==> src/rtl/muldiv_sequencer_if.sv <==
// muldiv_sequencer_if
//   Handshake/data bundle between the Execute stage (master) and the
//   iterative multiply/divide unit (slave).
//   master -> slave : StartE, OpE, SrcAE, SrcBE, FlushE
//   slave -> master : BusyE, DoneE, ResultLoE, ResultHiE, DivByZeroE
interface muldiv_sequencer_if #(
  parameter int WIDTH = 32
);
  logic             StartE;
  logic [1:0]       OpE;
  logic [WIDTH-1:0] SrcAE;
  logic [WIDTH-1:0] SrcBE;
  logic             FlushE;
  logic             BusyE;
  logic             DoneE;
  logic [WIDTH-1:0] ResultLoE;
  logic [WIDTH-1:0] ResultHiE;
  logic             DivByZeroE;

  modport master (
    output StartE, OpE, SrcAE, SrcBE, FlushE,
    input  BusyE, DoneE, ResultLoE, ResultHiE, DivByZeroE
  );

  modport slave (
    input  StartE, OpE, SrcAE, SrcBE, FlushE,
    output BusyE, DoneE, ResultLoE, ResultHiE, DivByZeroE
  );
endinterface

==> src/rtl/muldiv_sequencer.sv <==
// muldiv_sequencer
//   Iterative multiply/divide unit for the Execute stage. Accepts one
//   MUL / UMULL / UDIV / SDIV, runs a shift-add multiply or a restoring
//   divide one bit per cycle, and requests a pipeline stall (BusyE) until
//   the result is presented for one cycle with DoneE.
//
//   Ports:
//     clk    rising-edge core clock
//     reset  asynchronous, active-low; forces IDLE and clears all registers
//     bus    muldiv_sequencer_if.slave (StartE/OpE/SrcAE/SrcBE/FlushE in,
//            BusyE/DoneE/ResultLoE/ResultHiE/DivByZeroE out)
//
//   Build option:
//     MULDIV_SDIV_EN  when defined, OpE=11 is a signed divide (magnitude
//                     divide followed by a FIX sign-correction cycle);
//                     when undefined, OpE=11 is identical to UDIV.
module muldiv_sequencer #(
  parameter int WIDTH = 32
) (
  input  logic                clk,
  input  logic                reset,
  muldiv_sequencer_if.slave   bus
);

  localparam int CW = $clog2(WIDTH) + 1;

  typedef enum logic [2:0] {
    S_IDLE,
    S_MUL,
    S_DIV,
    S_FIX,
    S_DONE
  } state_t;

  state_t             state_reg, state_next;
  logic [CW-1:0]      count_reg;
  logic [WIDTH-1:0]   opnd_reg;        // multiplicand, or divisor magnitude
  logic [2*WIDTH-1:0] acc_reg;         // {high/remainder, low/quotient}
  logic [WIDTH-1:0]   res_lo_reg, res_hi_reg;
  logic               dbz_reg;

  // FSM output-process signals
  logic               busy;
  logic               done;
  logic               res_load;
  logic [WIDTH-1:0]   res_lo_next, res_hi_next;
  logic               dbz_next;

  logic               accept;
  logic               divisor_zero;
  logic               last_step;
  logic               div_to_fix;
  logic [WIDTH-1:0]   a_mag, b_mag;

  assign accept       = (state_reg == S_IDLE) && bus.StartE && !bus.FlushE;
  assign divisor_zero = (bus.SrcBE == '0);
  assign last_step    = (count_reg == CW'(1));

`ifdef MULDIV_SDIV_EN
  logic             sdiv_in;
  logic             sdiv_reg;
  logic             neg_q_reg, neg_r_reg;
  logic [WIDTH-1:0] fix_lo, fix_hi;

  assign sdiv_in    = (bus.OpE == 2'b11);
  // Signed divide runs the unsigned datapath on magnitudes. The most
  // negative value maps to itself, which is its correct unsigned magnitude.
  assign a_mag      = (sdiv_in && bus.SrcAE[WIDTH-1]) ? -bus.SrcAE : bus.SrcAE;
  assign b_mag      = (sdiv_in && bus.SrcBE[WIDTH-1]) ? -bus.SrcBE : bus.SrcBE;
  assign div_to_fix = sdiv_reg;
  assign fix_lo     = neg_q_reg ? -acc_reg[WIDTH-1:0] : acc_reg[WIDTH-1:0];
  assign fix_hi     = neg_r_reg ? -acc_reg[2*WIDTH-1:WIDTH] : acc_reg[2*WIDTH-1:WIDTH];
`else
  assign a_mag      = bus.SrcAE;
  assign b_mag      = bus.SrcBE;
  assign div_to_fix = 1'b0;
`endif

  // Shift-add multiply step: add the multiplicand into the high half when
  // the current multiplier bit (acc LSB) is set, then shift right by one.
  // The carry out of the add becomes the new top bit.
  logic [WIDTH:0]       mul_sum;
  logic [2*WIDTH-1:0]   mul_next;
  assign mul_sum  = {1'b0, acc_reg[2*WIDTH-1:WIDTH]}
                  + (acc_reg[0] ? {1'b0, opnd_reg} : {(WIDTH+1){1'b0}});
  assign mul_next = {mul_sum, acc_reg[WIDTH-1:1]};

  // Restoring divide step: shift the next dividend bit into the partial
  // remainder, trial-subtract the divisor, keep the difference when it is
  // non-negative. The shifted remainder needs one extra bit.
  logic [WIDTH:0]       rem_sh;
  logic [WIDTH:0]       div_diff;
  logic [2*WIDTH-1:0]   div_next;
  assign rem_sh   = {acc_reg[2*WIDTH-1:WIDTH], acc_reg[WIDTH-1]};
  assign div_diff = rem_sh - {1'b0, opnd_reg};
  assign div_next = div_diff[WIDTH]
                  ? {rem_sh[WIDTH-1:0], acc_reg[WIDTH-2:0], 1'b0}
                  : {div_diff[WIDTH-1:0], acc_reg[WIDTH-2:0], 1'b1};

  // ---------------- FSM: state register ----------------
  always_ff @(posedge clk or negedge reset) begin
    if (!reset) state_reg <= S_IDLE;
    else        state_reg <= state_next;
  end

  // ---------------- FSM: next-state logic ----------------
  always_comb begin
    state_next = state_reg;
    case (state_reg)
      S_IDLE: begin
        if (accept) begin
          if (!bus.OpE[1])       state_next = S_MUL;
          else if (divisor_zero) state_next = S_DONE;
          else                   state_next = S_DIV;
        end
      end
      S_MUL: begin
        if (bus.FlushE)     state_next = S_IDLE;
        else if (last_step) state_next = S_DONE;
      end
      S_DIV: begin
        if (bus.FlushE)     state_next = S_IDLE;
        else if (last_step) state_next = div_to_fix ? S_FIX : S_DONE;
      end
`ifdef MULDIV_SDIV_EN
      S_FIX: begin
        state_next = bus.FlushE ? S_IDLE : S_DONE;
      end
`endif
      S_DONE:  state_next = S_IDLE;
      default: state_next = S_IDLE;
    endcase
  end

  // ---------------- FSM: output logic ----------------
  // Result registers are loaded only on the edge that enters DONE, so a
  // flushed or reset operation leaves the previous result untouched.
  always_comb begin
    busy        = 1'b0;
    done        = 1'b0;
    res_load    = 1'b0;
    res_lo_next = res_lo_reg;
    res_hi_next = res_hi_reg;
    dbz_next    = dbz_reg;
    case (state_reg)
      S_IDLE: begin
        busy = accept;
        if (accept && bus.OpE[1] && divisor_zero) begin
          res_load    = 1'b1;
          res_lo_next = '0;
          res_hi_next = bus.SrcAE;
          dbz_next    = 1'b1;
        end
      end
      S_MUL: begin
        busy = 1'b1;
        if (last_step && !bus.FlushE) begin
          res_load    = 1'b1;
          res_lo_next = mul_next[WIDTH-1:0];
          res_hi_next = mul_next[2*WIDTH-1:WIDTH];
          dbz_next    = 1'b0;
        end
      end
      S_DIV: begin
        busy = 1'b1;
        if (last_step && !bus.FlushE && !div_to_fix) begin
          res_load    = 1'b1;
          res_lo_next = div_next[WIDTH-1:0];
          res_hi_next = div_next[2*WIDTH-1:WIDTH];
          dbz_next    = 1'b0;
        end
      end
`ifdef MULDIV_SDIV_EN
      S_FIX: begin
        busy = 1'b1;
        if (!bus.FlushE) begin
          res_load    = 1'b1;
          res_lo_next = fix_lo;
          res_hi_next = fix_hi;
          dbz_next    = 1'b0;
        end
      end
`endif
      S_DONE:  done = 1'b1;
      default: ;
    endcase
  end

  // ---------------- Datapath registers ----------------
  always_ff @(posedge clk or negedge reset) begin
    if (!reset) begin
      count_reg  <= '0;
      opnd_reg   <= '0;
      acc_reg    <= '0;
      res_lo_reg <= '0;
      res_hi_reg <= '0;
      dbz_reg    <= 1'b0;
`ifdef MULDIV_SDIV_EN
      sdiv_reg   <= 1'b0;
      neg_q_reg  <= 1'b0;
      neg_r_reg  <= 1'b0;
`endif
    end else begin
      if (accept) begin
        count_reg <= CW'(WIDTH);
        if (bus.OpE[1]) begin
          acc_reg  <= {{WIDTH{1'b0}}, a_mag};
          opnd_reg <= b_mag;
        end else begin
          // Multiplier sits in the low half and is consumed LSB first.
          acc_reg  <= {{WIDTH{1'b0}}, bus.SrcBE};
          opnd_reg <= bus.SrcAE;
        end
`ifdef MULDIV_SDIV_EN
        sdiv_reg  <= sdiv_in;
        neg_q_reg <= sdiv_in && (bus.SrcAE[WIDTH-1] ^ bus.SrcBE[WIDTH-1]);
        neg_r_reg <= sdiv_in && bus.SrcAE[WIDTH-1];
`endif
      end else if (state_reg == S_MUL) begin
        acc_reg   <= mul_next;
        count_reg <= count_reg - CW'(1);
      end else if (state_reg == S_DIV) begin
        acc_reg   <= div_next;
        count_reg <= count_reg - CW'(1);
      end

      if (res_load) begin
        res_lo_reg <= res_lo_next;
        res_hi_reg <= res_hi_next;
        dbz_reg    <= dbz_next;
      end
    end
  end

  assign bus.BusyE      = busy;
  assign bus.DoneE      = done;
  assign bus.ResultLoE  = res_lo_reg;
  assign bus.ResultHiE  = res_hi_reg;
  assign bus.DivByZeroE = dbz_reg;

endmodule

==> src/flat_wrapper.sv <==
// flat-port wrapper written by rule: the top's interface ports become plain ports
module muldiv_sequencer_flat 
#(
  parameter int WIDTH = 32
)
  (clk, reset, bus_StartE, bus_OpE, bus_SrcAE, bus_SrcBE, bus_FlushE, bus_BusyE, bus_DoneE, bus_ResultLoE, bus_ResultHiE, bus_DivByZeroE);
  muldiv_sequencer_if #(.WIDTH(WIDTH)) bus_i ();
  input  logic clk;
  input  logic reset;
  input wire logic [$bits(bus_i.StartE)-1:0] bus_StartE;
  input wire logic [$bits(bus_i.OpE)-1:0] bus_OpE;
  input wire logic [$bits(bus_i.SrcAE)-1:0] bus_SrcAE;
  input wire logic [$bits(bus_i.SrcBE)-1:0] bus_SrcBE;
  input wire logic [$bits(bus_i.FlushE)-1:0] bus_FlushE;
  output wire logic [$bits(bus_i.BusyE)-1:0] bus_BusyE;
  output wire logic [$bits(bus_i.DoneE)-1:0] bus_DoneE;
  output wire logic [$bits(bus_i.ResultLoE)-1:0] bus_ResultLoE;
  output wire logic [$bits(bus_i.ResultHiE)-1:0] bus_ResultHiE;
  output wire logic [$bits(bus_i.DivByZeroE)-1:0] bus_DivByZeroE;
  assign bus_i.StartE = bus_StartE;
  assign bus_i.OpE = bus_OpE;
  assign bus_i.SrcAE = bus_SrcAE;
  assign bus_i.SrcBE = bus_SrcBE;
  assign bus_i.FlushE = bus_FlushE;
  assign bus_BusyE = bus_i.BusyE;
  assign bus_DoneE = bus_i.DoneE;
  assign bus_ResultLoE = bus_i.ResultLoE;
  assign bus_ResultHiE = bus_i.ResultHiE;
  assign bus_DivByZeroE = bus_i.DivByZeroE;
  muldiv_sequencer #(.WIDTH(WIDTH)) u_core (.clk(clk), .reset(reset), .bus(bus_i));
endmodule
==> config.mk <==
export PLATFORM = sky130hd
export DESIGN_NAME = muldiv_sequencer_flat
export DESIGN_NICKNAME = d
export VERILOG_FILES = /design/src/rtl/muldiv_sequencer_if.sv /design/src/rtl/muldiv_sequencer.sv /design/src/flat_wrapper.sv
export SDC_FILE = /design/constraint.sdc
export NUM_CORES = 1
export LEC_CHECK = 0
export CORE_MARGIN = 3
export CORE_UTILIZATION = 35
export DETAILED_ROUTE_END_ITERATION = 7
export PLACE_DENSITY_LB_ADDON = 0.1
export SETUP_SLACK_MARGIN = 0.4
export SLEW_MARGIN = 20
export SYNTH_ARGS = -nofsm -noshare
export SYNTH_HDL_FRONTEND = slang
export SYNTH_SLANG_ARGS = --single-unit
==> constraint.sdc <==
create_clock -name clk -period 5.3 [get_ports clk]
set_input_delay 0.795 -clock clk [delete_from_list [all_inputs] [get_ports clk]]
set_output_delay 0.795 -clock clk [all_outputs]
set_load 0.02 [all_outputs]
==> results.toml, run 1 <==
[status]
run_status = "complete, no violations"

[floorplanning]
die_width_um = 191
boundaryPins = 137
row_count = 66
die-area_mm2 = 0.0363
start_util_pct = 36.1
die_h_um = 191
fp.coreArea_mm2 = 0.0330

[sta]
tns_ns = 0
tightestPinTransition_ns = 1.03
finalSetupViolCount = 0
max_freq_mhz = 231
slew_viol_final = 0
hold_viol_final = 0
slew-limit-headroom_pct = 31.5
period_share_pct = 81.7
skew_ns = 0.0149
rsz0062_at_grt = "false"
final.min_clock_period_ns = 4.33
fin_ws_ns = 0.968

[worst_setup_path]
arrival_ns = 4.63
path_class = "reg -> reg"
startpoint_type = "flop"
critPathRequiredTime_ns = 5.60
ff2ff_setup_slack_ns = 0.97
reg2reg_depth = 14
cp-end-kind = "flop"
worstPathMaxFanout = 11

[power_and_ir_drop]
power_density_mw_per_mm2 = 615
p_leak_nw = 6.31
irDropWorstVdd_v = 0.000381

[routing]
antenna_left = 0
dr.pass1.iters = 5
routed_via_density = 5.56
via_count = 10700
drt-initial-drc-count = 806
wire_per_inst_um = 21.2
drc = 0
wl_um = 40600

[clocking]
cts_buffer_depth = 2
h-tree-depth = 4
post_cts_resize_count = 0
cts_setup_buffers = 0
cts_buffers = 17
root_buffer = "clkbuf_16"
holdBufCountCts = 0
path_clk_slew_ns = 0.07
clk_latency_ns = 0.45
tritoncts = "built"
numClockSinks = 170

[synthesis]
synth.yosys.seq_area_share_pct = 35.7
avgSynthCellArea_um2 = 8.63
async_reset_ff_share_pct = 100
synth_edf_count = 0
synth_area_leaders = "dfrtp_1, mux2i_1, ha_1"
synth_top_area_share_pct = 35.7
netlist_area_mm2 = 0.0119
ys.flop_type = "dfrtp_1"
syn_nets = 1520
synth_top_area_cell = "dfrtp_1"
syn_inst = 1382
yosysWarnings = 0
synth_cell_type_count = 66
synth_seq_cells = 170

[finish]
largest_register_ff_count = 64
multi_input_area_mm2 = 0.00717
final_common_cell = "nand2_1"
nets = 1604
register_area_mm2 = 0.00425
layout-drive-gt1-share_pct = 4.27
layout_common_cells = "nand2_1, dfrtp_1, clkdlybuf4s50_1, a21oi_1, nor2_1"
syn2layout_area_growth_pct = 19.7
diodes = 0
fillers = 3381
final_area_mm2 = 0.0143

[placed_design]
place_area_mm2 = 0.0137
numPortBuffers = 135
gp_congestion = 0.868
place_ws_ns = 1.03
dp_hpwl_um = 29800

[grt]
grt_antenna_before_repair = 0
grtUsageTotal_pct = 22.5
grt_overflow = 0
grt_max_degree = 107
grt_pass1_wl_um = 63300
grt_pass1_vias = 10500

[run]
maxCapViolCount = 0

[min_path]
min_path_type = "in -> async"
==> path summary, 6_finish.rpt <==
| check | to | start |
|---|---|---|
| setup / recovery | u_core.bus.ResultHiE[31] | u_core.acc_reg[0] |
| hold / removal | u_core.bus.ResultLoE[8] | reset |
| setup reg to reg | u_core.bus.ResultHiE[31] | u_core.acc_reg[0] |
| hold reg to reg | u_core.bus.ResultHiE[16] | u_core.bus.ResultHiE[16] |
| max in group asynchronous | u_core.acc_reg[59] | reset |
| min in group clk | u_core.bus.ResultHiE[16] | u_core.bus.ResultHiE[16] |
==> critical path, stage by stage (launching register included) <==
cell       delay [ns]
dfrtp_1          0.51
and2_1           0.21
ha_1             0.22
inv_1            0.09
fa_1             0.19
nand2b_1         0.17
a21oi_1          0.13
a211oi_1         0.50
o2bb2ai_1        0.30
a2111oi_0        0.26
a2111oi_1        0.65
o21a_1           0.24
o22ai_1          0.07
a31oi_1          0.44
a31oi_1          0.19
==> where the power goes <==
| part | leakage (nW) | switching, mW | internal [mW] |
|---|---|---|---|
| clock network | 0.294 | 0.545 | 0.764 |
| registers | 2.09 | 0.500 | 1.82 |
| logic | 3.93 | 2.94 | 2.21 |
==> through the flow <==
stage / power, mW / util, % / hold WS (ns) / instances
2_1_floorplan: 5.73 / - / 0.463 / 1382
3_3_place_gp: 7.43 / 41.4 / 0.470 / 1888
3_5_place_dp: 7.44 / 41.4 / 0.479 / 1888
4_1_cts: 8.81 / 43.2 / 0.378 / 1918
5_1_grt: 9.46 / 43.2 / 0.398 / 1919
6_report: 8.79 / 43.2 / 0.347 / 1919
==> kinds of logic after synthesis <==
| kind of cell | after synthesis | share of synthesized area (%) |
|---|---|---|
| AOI/OAI and AO/OA | 448 | 24.8 |
| muxes | 95 | 8.01 |
| xor gates and xnor gates | 61 | 4.64 |
| buffers and inverters | 136 | 4.43 |
| DFF | 170 | 35.7 |
| adders and majority gates | 68 | 7.26 |
| and+or+nand+nor | 404 | 15.2 |
==> Yosys cell counts (14+ instances only) <==
master	number
nand2_1	180
nor3_1	14
and2_1	36
clkbuf_1	62
xor2_1	19
a31oi_1	14
a22oi_1	32
mux2i_1	92
a21oi_1	105
a22o_1	20
a21o_1	28
nand2b_1	14
dfrtp_1	170
xnor2_1	41
ha_1	66
inv_1	53
o21a_1	25
nand3_1	15
buf_1	14
o21ai_0	96
o211ai_1	37
nor2_1	99
==> routing by layer <==
layer / GRT usage (%) / vias up / routed length, um
met3: 4.12 / 29 / 1880
met1: 34.2 / 5231 / 20700
met2: 33.3 / 246 / 17500
li1: - / 5164 / -
met5: 0 / - / 0
met4: 4.94 / 0 / 562
==> final cells by class <==
class | instances | area share, %
clock inverters | 6 | 0.605
flip-flops and latches | 170 | 29.8
multi-input cells | 1076 | 50.2
repair buffers | 148 | 10.5
inverters | 53 | 1.41
well taps | 442 | 3.87
clock buffers | 24 | 3.58
Power figures use the tool's default switching activity.
==> run 2: changes to the inputs <==
clock period = 4 ns   (was 5.3 ns; I/O delays follow)
==> run 2 against run 1 <==
  * Worst setup slack lost 0.43 ns
  * Global-route usage grew 0.34 points
  * Worst hold slack got worse by 0.19 ns
  * Critical path depth did not move
  * Via count up 0.97%
  * Critical path type unchanged
==> results.toml, run 2 (synthesis gave the netlist of run 1 again) <==
[routing]
antenna_left = 0
dr.pass1.iters = 5
wire_per_inst_um = 20.9
drc = 0
routed_via_density = 5.50
wl_um = 40800
via_count = 10800
drt-initial-drc-count = 676

[worst_setup_path]
startpoint_type = "flop"
cp-end-kind = "flop"
reg2reg_from = "u_core.acc_reg[31]"
worstPathMaxFanout = 7
path_class = "reg -> reg"
ff2ff_setup_slack_ns = 0.54
critPathRequiredTime_ns = 4.31
critPathLaunch = "u_core.acc_reg[31]"
reg2reg_depth = 14
r2r_end = "u_core.bus.ResultHiE[13]"
arrival_ns = 3.77

[sta]
slew_viol_final = 0
period_share_pct = 86.6
tns_ns = 0
slew-limit-headroom_pct = 43.6
rsz0062_at_grt = "true"
skew_ns = 0.0138
finalSetupViolCount = 0
max_freq_mhz = 289
final.min_clock_period_ns = 3.46
hold_viol_final = 0
tightestPinTransition_ns = 0.846

[finish]
layout_common_cells = "nand2_1, dfrtp_1, clkdlybuf4s50_1, a21oi_1, nor2_1"
fillers = 3367
diodes = 0
final_common_cell = "nand2_1"
largest_register_ff_count = 64
final_area_mm2 = 0.0147
register_area_mm2 = 0.00425
multi_input_area_mm2 = 0.00731
nets = 1641
layout-drive-gt1-share_pct = 8.18
syn2layout_area_growth_pct = 23.6

[clocking]
clk_latency_ns = 0.44
root_buffer = "clkbuf_16"
cts_buffer_depth = 2
h-tree-depth = 4
path_clk_slew_ns = 0.08
numClockSinks = 170
tritoncts = "built"
holdBufCountCts = 0
cts_buffers = 17

[min_path]
min_path_type = "in -> async"

[floorplanning]
fp.coreArea_mm2 = 0.0330
die_h_um = 191
start_util_pct = 36.1
die-area_mm2 = 0.0363
boundaryPins = 137
die_width_um = 191
row_count = 66

[placed_design]
place_area_mm2 = 0.0140
gp_congestion = 0.916
dp_hpwl_um = 31000
numPortBuffers = 135

[grt]
grt_overflow = 0
grt_max_degree = 67
grt_pass1_wl_um = 65000
grtUsageTotal_pct = 22.9
grt_antenna_before_repair = 0
grt_pass1_vias = 11000

[power_and_ir_drop]
p_int_mw = 6.57
p_leak_nw = 6.51
clkPwrFrac_pct = 14.1
p_comb_share_pct = 60.5
switching_share_pct = 45.6
power.total_mw = 12.1
pwr-share-seq_pct = 25.4
power_density_mw_per_mm2 = 819
irDropWorstVdd_v = 0.000336
power.switching_mw = 5.50

[run]
maxCapViolCount = 0

[status]
run_status = "complete, no violations"
## run 2: cell count changes in the layout (fill, tap and decap cells not counted), moves of 3 or more
cell,delta
a2111oi_0,-3
a21oi_1,-3
buf_12,+3
buf_4,+33
clkbuf_8,-6
clkinv_8,+3
inv_6,+4
inv_8,+6
## run 2: critical path, stage by stage, from the launching register on
cell and delay [ns]:
dfrtp_1 0.36, inv_1 0.09, ha_1 0.24, fa_2 0.37
nand2b_4 0.17, a21oi_4 0.22, o21ai_2 0.11, nand4b_2 0.14
a31oi_4 0.13, o211ai_4 0.26, xor2_4 0.18, buf_12 0.14
mux2_2 0.36, a221oi_1 0.42, a21oi_1 0.13
## run 2: what timing repair did
| action | 4_1_cts | 5_1_grt |
|---|---|---|
| endpoints found under the setup margin | 58 | 39 |
| buffers inserted | 4 | 0 |
| resized for setup | 7 | 26 |
| pin swaps | 0 | 2 |
## run 2: cell type report
cell class / count / share of cell area [%]
multi-input cells: 1076 / 49.6
flip-flops and latches: 170 / 28.9
repair buffers: 185 / 12.3
well taps: 442 / 3.75
clock buffers: 17 / 2.89
inverters: 53 / 1.37
clock inverters: 15 / 1.14
## run 2: metrics by stage
stage               hold slack [ns]  setup WS (ns)  util (%)  instances
floorplan                     0.304          0.782         -       1382
global placement              0.469          0.142      42.2       1922
global route                  0.194          0.351      44.6       1958
CTS                           0.175          0.406      44.3       1958
detailed placement            0.464          0.143      42.2       1922
finish                        0.152          0.538      44.6       1958
## run 2: worst max path at each step
| stage | endpoint | depth (start not counted) | slack (ns) |
|---|---|---|---|
| after floorplan | u_core.bus.ResultHiE[29] | 15 | 0.78 |
| after global placement | u_core.bus.ResultHiE[27] | 14 | 0.14 |
| after detailed placement | u_core.bus.ResultHiE[18] | 14 | 0.14 |
| after CTS | u_core.bus.ResultHiE[18] | 15 | 0.41 |
| after global routing | u_core.bus.ResultHiE[24] | 14 | 0.35 |
| final | u_core.bus.ResultHiE[13] | 14 | 0.54 |
## run 2: power groups by stage
stage	clock (mW)	sequential, mW	combinational [mW]
6_report	1.70	3.07	7.31
5_1_grt	1.82	3.17	8.04
4_1_cts	1.74	3.06	7.15
3_5_place_dp	0	3.08	6.95
3_3_place_gp	0	3.09	6.93
2_1_floorplan	0	3.27	4.32
## run 2: routing by layer
metal,track usage (%),up-vias,wire (um)
li1,-,5245,-
met1,34.6,5261,20500
met2,34.9,248,18000
met3,3.62,19,2040
met4,3.92,0,296
met5,0,-,0
